<file path="src/rtl/shift_size_inverse.sv">
// shift_size_inverse: sequential inverse of the triangular shift schedule.
// Finds the smallest t with (t+1)(t+2)/2 >= target, one increment per cycle.
module shift_size_inverse #(
    parameter int TW = 6,
    parameter int LW = 5
) (
    input  logic          clk,
    input  logic          rst,
    input  logic          start,
    input  logic [TW-1:0] target,
    output logic          busy,
    output logic          done,
    output logic [LW-1:0] loop_num,
    output logic          exact,
    output logic          err
);

    // Wide enough that s never wraps for any TW/LW pairing.
    localparam int SW = ((TW > 2 * LW) ? TW : 2 * LW) + 1;

    typedef enum logic [1:0] {
        IDLE,
        CALC,
        DONE
    } state_t;

    state_t        state;
    state_t        state_nx;
    logic [TW-1:0] tgt;
    logic [LW-1:0] t;
    logic [SW-1:0] s;
    logic [SW-1:0] tgt_ext;
    logic [SW-1:0] t_ext;
    logic          hit;
    logic          last;

    assign tgt_ext = {{(SW - TW){1'b0}}, tgt};
    assign t_ext   = {{(SW - LW){1'b0}}, t};
    assign hit     = (s >= tgt_ext);
    assign last    = (t == {LW{1'b1}});

    always_ff @(posedge clk) begin
        if (rst) begin
            state <= IDLE;
        end else begin
            state <= state_nx;
        end
    end

    always_comb begin
        state_nx = state;
        unique case (state)
            IDLE: begin
                if (start) begin
                    state_nx = CALC;
                end
            end
            CALC: begin
                if (hit || last) begin
                    state_nx = DONE;
                end
            end
            DONE: begin
                state_nx = IDLE;
            end
            default: begin
                state_nx = IDLE;
            end
        endcase
    end

    always_comb begin
        busy = (state == CALC);
        done = (state == DONE);
    end

    always_ff @(posedge clk) begin
        if (rst) begin
            tgt      <= '0;
            t        <= '0;
            s        <= '0;
            loop_num <= '0;
            exact    <= 1'b0;
            err      <= 1'b0;
        end else begin
            unique case (state)
                IDLE: begin
                    if (start) begin
                        tgt   <= target;
                        t     <= '0;
                        s     <= SW'(1);
                        exact <= 1'b0;
                        err   <= 1'b0;
                    end
                end
                CALC: begin
                    if (hit) begin
                        loop_num <= t;
                        exact    <= (s == tgt_ext);
                        err      <= 1'b0;
                    end else if (last) begin
                        loop_num <= t;
                        exact    <= 1'b0;
                        err      <= 1'b1;
                    end else begin
                        // next triangular number: T(t+1) = T(t) + (t+2)
                        t <= t + LW'(1);
                        s <= s + t_ext + SW'(2);
                    end
                end
                default: begin
                end
            endcase
        end
    end

endmodule
</file>
<file path="config.mk">
export PLATFORM = sky130hd
export DESIGN_NAME = shift_size_inverse
export DESIGN_NICKNAME = d
export VERILOG_FILES = /design/src/rtl/shift_size_inverse.sv
export SDC_FILE = /design/constraint.sdc
export NUM_CORES = 1
export LEC_CHECK = 0
export ABC_AREA = 1
export BUFFER_PORTS_ARGS = -buffer_cell sky130_fd_sc_hd__buf_2
export CORE_MARGIN = 2
export CORE_UTILIZATION = 35
export DETAILED_ROUTE_END_ITERATION = 7
export GPL_TIMING_DRIVEN = 1
export PLACE_DENSITY_LB_ADDON = 0.3
export SETUP_SLACK_MARGIN = 0.2
export SYNTH_ARGS = -nofsm -noshare
export SYNTH_HDL_FRONTEND = slang
export SYNTH_SLANG_ARGS = --single-unit
</file>
<file path="constraint.sdc">
create_clock -name clk -period 2.35 [get_ports clk]
set_input_delay 0.1175 -clock clk [delete_from_list [all_inputs] [get_ports clk]]
set_output_delay 0.1175 -clock clk [all_outputs]
set_load 0.01 [all_outputs]
</file>
==> qor.log, run 1 <==
qor: placed_design.buffer_ports.inserted 17
qor: final_layout.post-route-cell-area 2074 um^2
qor: global_routing.antenna_found_initial 0
qor: placed_design.placed_instance_area 1979 um^2
qor: worst_setup_path.cp.arrival 2130 ps
qor: global_routing.gr-total-overflow 0
qor: worst_setup_path.setup.worst_path.end_class flip-flop
qor: timing.timing.final.hold_violations 0
qor: power.power.sequential.fraction 31.5%
qor: floorplan.die_width 76.42 um
qor: timing.headroom_to_the_max_slew_limit 54.68%
qor: routing.drc 0
qor: synth.synth_area_per_cell 7.431 um^2
qor: worst_setup_path.rr_startpoint t[1]
qor: worst_setup_path.critPathTopFamily adder cells
qor: floorplan.floorplan.die.height 76.42 um
qor: worst_hold_path.min_delay_worst_endpoint tgt[0]
qor: global_routing.number_of_global_route_vias_before_repair 1597
qor: timing.timing.fmax 512.8 MHz
qor: final_layout.design.final.nets 295
qor: floorplan.placeableCoreArea 5075 um^2
qor: clocking.cts_max_path_buffers 2
qor: worst_hold_path.hold_depth 3
qor: timing.tcrit_tclk_final 82.99%
qor: worst_hold_path.min-delay-path-class in2reg
qor: final_layout.highest_count_cells_in_the_layout_ignoring_fill_and_taps sky130_fd_sc_hd__nand2_1 (47), sky130_fd_sc_hd__dfxtp_1 (30), sky130_fd_sc_hd__nor2_1 (29)
qor: global_routing.gr-usage-all-layers 14.55%
qor: worst_setup_path.worst-path-max-fanout 5
qor: routing.routed-via-count 1564
qor: synth.yosys.cell_types.count 28
qor: worst_setup_path.worstReg2RegEnd s[5]
qor: routing.detail_route.iter0.violations 59
qor: timing.final-max-slew-violation-count 0
qor: synth.synth_seq_cells 31
qor: power.cellInternalPower 0.001274 W
qor: power.power_per_cell_area 1138 nW/um^2
qor: power.power_frac_clock 17.8%
qor: global_routing.grt_max_degree 25
qor: routing.finalWirelength 3808 um
qor: final_layout.antenna-diode-count 0
qor: routing.avgRoutedWirePerCell 11.27 um
qor: final_layout.areaGrowthSynthToFinish 13.02%
qor: worst_setup_path.largest_stage_delay_worst_path 360 ps
qor: placed_design.gpl.final_weighted_congestion 0.8339
qor: final_layout.mostFrequentLayoutCell sky130_fd_sc_hd__nand2_1
qor: routing.viasPerCell 4.627
qor: routing.antenna_left 0
qor: timing.post-route-min-period 1950 ps
qor: clocking.tritoncts built
qor: clocking.post_cts_buffers 0
qor: clocking.clock_sink_count 31
qor: clocking.worst_setup_hold_path_clk_slew 70 ps
qor: worst_setup_path.rrSetupSlack 400 ps
qor: power.switching_share 46.05%
qor: synth.synth_fp_nets 275
qor: timing.timing.setup.tns 0 ps
qor: clocking.cts_buf_count 5
qor: run_status.status complete, no violations
qor: worst_setup_path.timing_worst_setup_path_type reg2reg
qor: clocking.clk_latency 280 ps
qor: power.leakagePower 1.018 nW
qor: floorplan.fp-row-count 26
qor: synth.syn_area 1836 um^2
qor: clocking.htree_num_levels 2
qor: power.vdd_drop_max 0.0005403 V
qor: floorplan.die_area 5839 um^2
qor: synth.cell_count_after_synthesis 247
qor: global_routing.first_pass_grt_wire_length 6913 um
qor: timing.skew 8.847 ps
qor: clocking.clockRootBuffer sky130_fd_sc_hd__clkbuf_8
qor: final_layout.post_route_cells_drive_above_1_share 20.52%
qor: synth.yosysSeqAreaShare 33.81%
qor: power.power.net_switching 0.001087 W
qor: timing.tightest_slew 679.1 ps
qor: worst_hold_path.hold_start target[0]
qor: placed_design.detailed_place_hpwl 2900 um
qor: floorplan.initial_core_util 36.17%
qor: synth.yosys_warnings 0
qor: power.combinationalPowerShare 50.7%
qor: worst_setup_path.timing.critical_path.cells inv_1 -> ha_1 -> inv_1 -> ha_2 -> inv_1 -> fa_2 -> inv_2 -> nand3_1 -> nand2_1 -> a21oi_1 -> o21ai_1 -> nand2_1 -> nand2_1 -> nor2_2
qor: worst_setup_path.reg2reg_depth 14
qor: timing.setup_repair_after_global_routing_missed_its_margin no
qor: timing.setup_viol 0
qor: worst_setup_path.worst_ep_required_time 2530 ps
qor: flow_run.timing.max_cap.violations 0
qor: worst_setup_path.crit_slowest_cell sky130_fd_sc_hd__dfxtp_2
qor: routing.drt_first_pass_iters 4
qor: floorplan.ioPinCount 18
qor: worst_setup_path.start_kind flip-flop
qor: worst_setup_path.worst_path_buffer_plus_inverter_count 4
[flip-flops by register name, summed over array words and instances (netlist names)]
name      cells
exact         1
tgt           6
err           1
loop_num      5
state         2
t             5
s            11
[cell families (layout without fill, tap and decap cells)]
family                     after synthesis  in the layout  synth area share (%)
and+or+nand+nor                        128            128                 34.76
DFF                                     31             31                 33.81
buffers and inverters                   35             56                 8.111
AOI/OAI and AO/OA                       32             32                 8.998
adders and majority gates               19             19                 13.36
xor gates and xnor gates                 2              2                0.9545
[worst max-delay path by stage]
| stage | start | end | slack (ps) | cells after the start |
|---|---|---|---|---|
| 6_report | t[1] | s[5] | 400 | 14 |
| 5_1_grt | t[1] | s[5] | 200 | 14 |
| 4_1_cts | t[1] | s[5] | 280 | 14 |
| 3_5_place_dp | t[1] | s[5] | 300 | 14 |
| 3_3_place_gp | t[1] | s[5] | 370 | 14 |
| 2_1_floorplan | t[1] | s[5] | 470 | 14 |
[layer usage]
metal / vias to the layer above / wire length, um / track usage [%]
met5: - / 0 / 0
li1: 844 / - / -
met2: 29 / 1779 / 25.75
met1: 687 / 1812 / 17.20
met3: 4 / 183 / 3.791
met4: 0 / 33 / 4.364
[cell usage after synthesis]
cell / n / area share [%]
sky130_fd_sc_hd__a21oi_1: 17 / 4.6
sky130_fd_sc_hd__and3_1: 1 / 0.34
sky130_fd_sc_hd__buf_12: 1 / 1.1
sky130_fd_sc_hd__buf_2: 1 / 0.27
sky130_fd_sc_hd__clkbuf_1: 3 / 0.61
sky130_fd_sc_hd__dfxtp_1: 31 / 34
sky130_fd_sc_hd__fa_1: 1 / 1.1
sky130_fd_sc_hd__ha_1: 18 / 12
sky130_fd_sc_hd__inv_1: 29 / 5.9
sky130_fd_sc_hd__inv_2: 1 / 0.20
sky130_fd_sc_hd__nand2_1: 47 / 9.6
sky130_fd_sc_hd__nand2_2: 3 / 1.0
sky130_fd_sc_hd__nand2_4: 2 / 1.2
sky130_fd_sc_hd__nand3_1: 19 / 5.2
sky130_fd_sc_hd__nand3_2: 2 / 1.1
sky130_fd_sc_hd__nand3b_1: 3 / 1.2
sky130_fd_sc_hd__nand4_1: 4 / 1.4
sky130_fd_sc_hd__nand4_4: 1 / 1.2
sky130_fd_sc_hd__nor2_1: 29 / 5.9
sky130_fd_sc_hd__nor2_2: 13 / 4.4
sky130_fd_sc_hd__nor2_4: 3 / 1.8
sky130_fd_sc_hd__o211ai_1: 1 / 0.41
sky130_fd_sc_hd__o21a_1: 1 / 0.41
sky130_fd_sc_hd__o21ai_0: 10 / 2.7
sky130_fd_sc_hd__o21ai_1: 3 / 0.82
sky130_fd_sc_hd__or2_0: 1 / 0.34
sky130_fd_sc_hd__xnor2_1: 1 / 0.48
sky130_fd_sc_hd__xor2_1: 1 / 0.48
[cell type report]
type,instances,area (um^2)
clock buffers,5,68.82
fillers,548,3000
inverters,30,112.6
multi-input cells,181,1071
clock inverters,3,20.02
flip-flops and latches,31,621.8
well taps,70,87.58
repair buffers,18,92.59
[stage by stage]
stage	util, %	cells	power [W]	hold slack, ps	setup slack, ps
after floorplan	-	247	0.001724	201.6	471.4
after global placement	39.00	330	0.001960	374.2	367.8
after detailed placement	39.00	330	0.001961	383.8	299.0
after CTS	40.75	338	0.002395	84.91	280.0
after global routing	40.88	338	0.002614	100.3	200.1
final	40.88	338	0.002361	90.87	399.8
[tightest hold or removal path: stages]
cell,delay [ps]
sky130_fd_sc_hd__buf_2,70
sky130_fd_sc_hd__o21ai_0,70
sky130_fd_sc_hd__nor2_1,80
[power groups by stage]
stage / sequential (W) / combinational, W / clock, W
3_5_place_dp: 0.000757 / 0.00120 / 0
4_1_cts: 0.000746 / 0.00121 / 0.000438
5_1_grt: 0.000764 / 0.00139 / 0.000455
3_3_place_gp: 0.000756 / 0.00120 / 0
2_1_floorplan: 0.000756 / 0.000968 / 0
6_report: 0.000743 / 0.00120 / 0.000421
[what timing repair did]
| item | in CTS | in global routing |
|---|---|---|
| setup endpoints to repair | 0 | 1 |
| hold buffers | 0 | 0 |
| gates resized for setup | 0 | 4 |
Note: power is estimated with default switching activity, not from simulation.
==> run 2, diff against run 1 <==
clock period = 1.92 ns   (was 2.35 ns; I/O delays follow)
==> run 2 against run 1 <==
Net effect: design area grew 22%; largest power group unchanged; largest cell class unchanged; critical path depth shrank 3; clock power rose by 38%; sequential power grew 26%.
==> qor.log, run 2 (synthesis gave the netlist of run 1 again) <==
qor: global_routing.gr-usage-all-layers 16.22%
qor: worst_setup_path.worst-path-max-fanout 3
qor: clocking.worst_setup_hold_path_clk_slew 70 ps
qor: clocking.cts_max_path_buffers 2
qor: worst_setup_path.setup.worst_path.end_class flip-flop
qor: worst_setup_path.worst_ep_required_time 2150 ps
qor: final_layout.regArea 641.9 um^2
qor: timing.headroom_to_the_max_slew_limit 53.56%
qor: timing.setup_viol 0
qor: final_layout.post_route_cells_drive_above_1_share 46.90%
qor: worst_setup_path.crit_start s[2]
qor: routing.detail_route.iter0.violations 78
qor: worst_setup_path.timing_worst_setup_path_type reg2reg
qor: final_layout.areaGrowthSynthToFinish 37.36%
qor: floorplan.floorplan.die.height 76.42 um
qor: power.power.net_switching 0.001662 W
qor: routing.finalWirelength 4596 um
qor: worst_setup_path.critical_path.endpoint s[6]
qor: worst_hold_path.min-delay-path-class in2reg
qor: final_layout.design.final.nets 317
qor: timing.timing.setup.tns 0 ps
qor: floorplan.placeableCoreArea 5075 um^2
qor: worst_setup_path.rr_startpoint s[2]
qor: routing.routed-via-count 1696
qor: clocking.cts_buf_count 5
qor: timing.timing.final.hold_violations 0
qor: timing.timing.fmax 573.6 MHz
qor: run_status.status complete, no violations
qor: timing.tightest_slew 695.8 ps
qor: timing.skew 3.323 ps
qor: clocking.clockRootBuffer sky130_fd_sc_hd__clkbuf_8
qor: floorplan.die_area 5839 um^2
qor: worst_setup_path.start_kind flip-flop
qor: timing.post-route-min-period 1743 ps
qor: final_layout.highest_count_cells_in_the_layout_ignoring_fill_and_taps sky130_fd_sc_hd__nand2_1 (32), sky130_fd_sc_hd__nor2_1 (21), sky130_fd_sc_hd__dfxtp_1 (20), sky130_fd_sc_hd__buf_4 (20)
qor: global_routing.first_pass_grt_wire_length 7479 um
qor: power.power_per_cell_area 1482 nW/um^2
qor: timing.hold_ws 51.59 ps
qor: global_routing.grt_max_degree 23
qor: power.combinationalPowerShare 59.4%
qor: flow_run.timing.max_cap.violations 0
qor: final_layout.largest_register_ffs 11
qor: routing.antenna_left 0
qor: global_routing.number_of_global_route_vias_before_repair 1599
qor: power.power.sequential.fraction 25.0%
qor: placed_design.buffer_ports.inserted 17
qor: power.vdd_drop_max 0.0009719 V
qor: final_layout.antenna-diode-count 0
qor: routing.drt_first_pass_iters 4
qor: power.cellInternalPower 0.002075 W
qor: clocking.clk_latency 290 ps
qor: routing.drc 0
qor: floorplan.initial_core_util 36.17%
qor: clocking.clock_sink_count 31
qor: placed_design.detailed_place_hpwl 3043 um
qor: placed_design.gpl.final_weighted_congestion 0.8334
qor: final_layout.fillCellCount 500
qor: clocking.htree_num_levels 2
qor: worst_setup_path.worstReg2RegEnd s[6]
qor: power.switching_share 44.47%
qor: routing.viasPerCell 4.711
qor: floorplan.fp-row-count 26
qor: final_layout.biggestRegsByFlops s: 11 flops, tgt: 6 flops
qor: global_routing.antenna_found_initial 0
qor: timing.setup_repair_after_global_routing_missed_its_margin yes
qor: power.leakagePower 1.148 nW
qor: clocking.tritoncts built
qor: floorplan.die_width 76.42 um
qor: worst_setup_path.cp.arrival 1970 ps
qor: final_layout.multi_input_comb_area 1319 um^2
qor: floorplan.ioPinCount 18
qor: final_layout.largest_register s
qor: worst_setup_path.reg2reg_depth 11
qor: global_routing.gr-total-overflow 0
qor: routing.avgRoutedWirePerCell 12.77 um
qor: timing.final-max-slew-violation-count 0
qor: worst_setup_path.rrSetupSlack 180 ps
qor: power.power_frac_clock 15.5%
qor: final_layout.mostFrequentLayoutCell sky130_fd_sc_hd__nand2_1
qor: timing.tcrit_tclk_final 90.80%
## run 2: cell types whose count changed in the layout (fill, tap and decap cells not counted), sizes merged
cell / previous run / this run
clkinv: 1 / 0
buf: 18 / 39
nand2: 52 / 53
clkinvlp: 2 / 0
clkbuf: 5 / 8
## run 2: worst min-delay path by stage
stage / slack [ps] / startpoint / endpoint / depth (start not counted)
after floorplan: 180 / rst / state[1] / 1
after global placement: 350 / target[0] / tgt[0] / 3
after detailed placement: 350 / target[0] / tgt[0] / 3
after CTS: 50 / target[0] / tgt[0] / 3
after global routing: 60 / target[0] / tgt[0] / 3
final: 50 / target[0] / tgt[0] / 3
## run 2: power groups by stage
stage / sequential [W] / clock (W) / combinational (W)
2_1_floorplan: 0.000925 / 0 / 0.00119
3_3_place_gp: 0.000916 / 0 / 0.00155
3_5_place_dp: 0.000919 / 0 / 0.00156
4_1_cts: 0.000930 / 0.000594 / 0.00196
5_1_grt: 0.000958 / 0.000623 / 0.00244
6_report: 0.000936 / 0.000580 / 0.00222
## run 2: area by class of cell
type | instances | share of cell area, %
Timing Repair Buffer | 39 | 10.22
Tap cell | 70 | 3.474
Sequential cell | 31 | 25.46
Inverter | 30 | 4.566
Multi-Input combinational cell | 182 | 52.31
Clock buffer | 8 | 3.970
## run 2: what timing repair did
item | CTS | global route
resized for setup | 43 | 32
cloned | 1 | 0
endpoints found under the setup margin | 21 | 25
buffers inserted | 8 | 4
hold buffers | 0 | 0
pin swaps | 21 | 10
## run 2: stage by stage
step	util [%]	instances	area (um^2)	setup slack, ps	total power [W]
2_1_floorplan	-	247	1842	135.6	0.002116
3_5_place_dp	40.46	339	2053	24.85	0.002478
4_1_cts	47.39	356	2405	133.2	0.003484
3_3_place_gp	40.46	339	2053	69.21	0.002467
6_report	49.68	360	2521	176.6	0.003737
5_1_grt	49.68	360	2521	50.68	0.004024
## run 2: layer usage
| metal | up-vias | routed length, um | global-route usage (%) |
|---|---|---|---|
| met1 | 770 | 2141 | 21.23 |
| li1 | 886 | - | - |
| met4 | 0 | 103 | 3.636 |
| met2 | 30 | 2166 | 26.11 |
| met3 | 10 | 185 | 5.213 |
| met5 | - | 0 | 0 |
## run 2: critical path, stage by stage (launching register included)
cell,delay [ps]
sky130_fd_sc_hd__dfxtp_4,370
sky130_fd_sc_hd__ha_4,240
sky130_fd_sc_hd__ha_1,300
sky130_fd_sc_hd__nand2_2,80
sky130_fd_sc_hd__nor2_2,40
sky130_fd_sc_hd__nand2_2,70
sky130_fd_sc_hd__nand3_1,70
sky130_fd_sc_hd__nand2_1,60
sky130_fd_sc_hd__nand2_1,80
sky130_fd_sc_hd__nor2_2,140
sky130_fd_sc_hd__nand3_2,90
sky130_fd_sc_hd__a21oi_2,140
==> run 3, diff against run 2 <==
ABC_AREA = default   (was 1)
==> run 3 against run 2 <==
Net effect: sequential cell count unchanged; worst setup slack got worse by 150 ps; design area shrank 7.6%; sequential share of layout area is 1.9 points higher; non-clock buffer count rose by 4; hold slack worse by 12 ps; count of clock-buffer cells in the layout is 2 lower; clock skew hardly changed; maximum frequency decreased by 7.7%; sequential power fell by 26%; die area decreased by 7.2%; critical endpoint unchanged; largest cell class unchanged.
==> qor.log, run 3 <==
qor: placed_design.detailed_place_hpwl 2587 um
qor: synth.syn_area 1695 um^2
qor: power.power_frac_clock 31.9%
qor: worst_setup_path.setup.worst_path.end_class flip-flop
qor: synth.synth_seq_cells 31
qor: floorplan.die_width 73.60 um
qor: worst_setup_path.worstReg2RegEnd s[6]
qor: worst_setup_path.start_kind flip-flop
qor: clocking.worst_setup_hold_path_clk_slew 60 ps
qor: global_routing.grt_max_degree 18
qor: final_layout.largest_register_ffs 11
qor: worst_setup_path.worst_ep_required_time 2090 ps
qor: clocking.clk_latency 280 ps
qor: power.power.sequential.fraction 42.3%
qor: timing.timing.fmax 529.2 MHz
qor: clocking.cts_max_path_buffers 2
qor: timing.headroom_to_the_max_slew_limit 71.66%
qor: final_layout.largest_register s
qor: timing.setup_repair_after_global_routing_missed_its_margin yes
qor: final_layout.design.final.nets 255
qor: synth.yosys.cell_count.top_type sky130_fd_sc_hd__dfxtp_1
qor: timing.final-max-slew-violation-count 0
qor: floorplan.placeableCoreArea 4692 um^2
qor: routing.antenna_left 0
qor: routing.drc 0
qor: placed_design.gpl.final_weighted_congestion 0.7363
qor: power.total_power 0.001627 W
qor: power.cellInternalPower 0.001167 W
qor: power.switching_share 28.28%
qor: synth.yosys.cell_types.count 41
qor: clocking.tritoncts built
qor: floorplan.initial_core_util 36.13%
qor: synth.synth-edff-count 0
qor: worst_setup_path.worst-path-max-fanout 4
qor: floorplan.fp-row-count 25
qor: global_routing.first_pass_grt_wire_length 6210 um
qor: synth.synthDominantCellAreaShare 36.61%
qor: clocking.cts_buf_count 5
qor: global_routing.gr-total-overflow 0
qor: global_routing.antenna_found_initial 0
qor: power.leakagePower 1.055 nW
qor: worst_hold_path.min-delay-path-class in2reg
qor: flow_run.timing.max_cap.violations 0
qor: worst_setup_path.timing.critical_path.cells inv_2 -> ha_4 -> inv_4 -> ha_4 -> buf_6 -> a21o_1 -> a21oi_2 -> nor2b_2 -> o21a_1 -> o311a_1
qor: worst_setup_path.reg2reg_depth 10
qor: worst_setup_path.crit_slowest_cell sky130_fd_sc_hd__dfxtp_2
qor: clocking.clockRootBuffer sky130_fd_sc_hd__clkbuf_8
qor: worst_setup_path.rrSetupSlack 30 ps
qor: final_layout.areaGrowthSynthToFinish 37.42%
qor: synth.synth-async-reset-ratio 0%
qor: worst_setup_path.critical_path.endpoint s[6]
qor: timing.tightest_slew 425.1 ps
qor: clocking.htree_num_levels 2
qor: timing.skew 3.750 ps
qor: final_layout.post_route_cells_drive_above_1_share 44.49%
qor: worst_setup_path.timing_worst_setup_path_type reg2reg
qor: worst_setup_path.worst_path_most_repeated_cell sky130_fd_sc_hd__ha_4
qor: floorplan.floorplan.die.height 73.60 um
qor: clocking.clock_sink_count 31
qor: global_routing.gr-usage-all-layers 15.35%
qor: synth.synth.largest_area_cell sky130_fd_sc_hd__dfxtp_1
qor: timing.tcrit_tclk_final 98.42%
qor: floorplan.ioPinCount 18
qor: power.power_per_cell_area 698.4 nW/um^2
qor: synth.cell_count_after_synthesis 184
qor: synth.synth_commonest_cells sky130_fd_sc_hd__dfxtp_1 (31), sky130_fd_sc_hd__ha_1 (18), sky130_fd_sc_hd__nand2_1 (17), sky130_fd_sc_hd__inv_1 (15), sky130_fd_sc_hd__nand2b_1 (13)
qor: global_routing.number_of_global_route_vias_before_repair 1323
qor: final_layout.post-route-util 49.65%
qor: power.power.net_switching 0.0004602 W
qor: run_status.status complete, no violations
qor: synth.synth_top_cells_by_area sky130_fd_sc_hd__dfxtp_1 (37%), sky130_fd_sc_hd__ha_1 (13%), sky130_fd_sc_hd__mux2i_1 (5.3%)
qor: final_layout.mostFrequentLayoutCell sky130_fd_sc_hd__dfxtp_1
qor: final_layout.biggestRegsByFlops s: 11 flops, tgt: 6 flops
qor: routing.viasPerCell 4.868
qor: synth.yosysSeqAreaShare 36.61%
qor: timing.setup_viol 0
qor: synth.synth_area_per_cell 9.214 um^2
qor: routing.drt_first_pass_iters 4
qor: worst_setup_path.cp.arrival 2060 ps
qor: worst_setup_path.crit_start t[1]
qor: final_layout.fillCellCount 446
qor: power.combinationalPowerShare 25.9%
qor: routing.routed-via-count 1368
qor: routing.avgRoutedWirePerCell 13.23 um
qor: routing.detail_route.iter0.violations 56
qor: timing.timing.final.hold_violations 0
qor: timing.post-route-min-period 1890 ps
qor: final_layout.highest_count_cells_in_the_layout_ignoring_fill_and_taps sky130_fd_sc_hd__dfxtp_1 (20), sky130_fd_sc_hd__nand2_1 (17), sky130_fd_sc_hd__buf_2 (17), sky130_fd_sc_hd__buf_4 (17)
qor: synth.yosys_warnings 0
qor: worst_setup_path.rr_startpoint t[1]
qor: worst_setup_path.largest_stage_delay_worst_path 360 ps
qor: synth.synth_fp_nets 212
qor: synth.top_reg_cell_synth sky130_fd_sc_hd__dfxtp_1
qor: routing.finalWirelength 3719 um
qor: power.vdd_drop_max 0.0003066 V
qor: final_layout.antenna-diode-count 0
qor: placed_design.buffer_ports.inserted 17
qor: floorplan.die_area 5417 um^2
## run 3: how the worst min path moves through the flow
stage	start	to	depth (start not counted)
after global routing	target[2]	tgt[2]	3
after floorplan	target[4]	tgt[4]	2
after global placement	target[4]	tgt[4]	3
after detailed placement	target[4]	tgt[4]	3
after CTS	target[4]	tgt[4]	3
final	target[4]	tgt[4]	3
## run 3: timing repair
action,in CTS,in global routing
endpoints found under the setup margin,20,20
resized for setup,28,22
hold buffers,0,0
pin swaps,17,7
endpoints found under the hold margin,0,0
buffers inserted,10,2
## run 3: through the flow
stage	area, um^2	setup slack [ps]	setup TNS, ps	hold slack, ps	std cells
floorplan	1732	93.21	0	224.4	184
global placement	1948	-43.57	-55.71	330.3	262
detailed placement	1948	-13.43	-13.43	336.2	262
CTS	2216	33.89	0	36.77	279
global route	2330	-62.81	-129.6	47.54	281
finish	2330	30.38	0	39.94	281
## run 3: final cells by class
cell class / instances / area (um^2) / share of cell area, %
Clock buffer: 6 / 82.58 / 3.545
Clock inverter: 1 / 5.005 / 0.2148
Tap cell: 54 / 67.56 / 2.900
Timing Repair Buffer: 43 / 314.1 / 13.48
Inverter: 15 / 58.81 / 2.524
Sequential cell: 31 / 636.9 / 27.34
Multi-Input combinational cell: 131 / 1165 / 50.00
## run 3: cell families after synthesis
group / count (synthesis) / synth area share (%)
AO/OA/AOI/OAI: 31 / 14.83
flip-flops: 31 / 36.61
multiplexers: 9 / 5.314
adder cells (fa/ha/maj): 19 / 14.47
buffers and inverters: 22 / 5.756
XOR/XNOR: 2 / 1.033
AND/OR/NAND/NOR: 70 / 21.99
## run 3: routing by layer
layer / vias to the layer above / wire (um) / GRT usage [%]
met1: 640 / 1741 / 19.43
met3: 6 / 91 / 3.704
met4: 0 / 69 / 6.667
li1: 709 / - / -
met5: - / 0 / 0
met2: 13 / 1817 / 24.70
## run 3: worst max-delay path, delay by kind of cell, from the launching register on
kind | cells | cell delay, ps
fa+ha+maj | 2 | 420
compound gates | 4 | 750
flops | 1 | 360
buf+inv | 3 | 190
simple gates | 1 | 70
## run 3: power groups by stage
stage / Combinational, W / Clock [W] / Sequential [W]
floorplan: 0.000189 / 0 / 0.000700
global placement: 0.000279 / 0 / 0.000699
detailed placement: 0.000283 / 0 / 0.000699
CTS: 0.000350 / 0.000536 / 0.000685
global route: 0.000461 / 0.000552 / 0.000690
finish: 0.000421 / 0.000519 / 0.000688
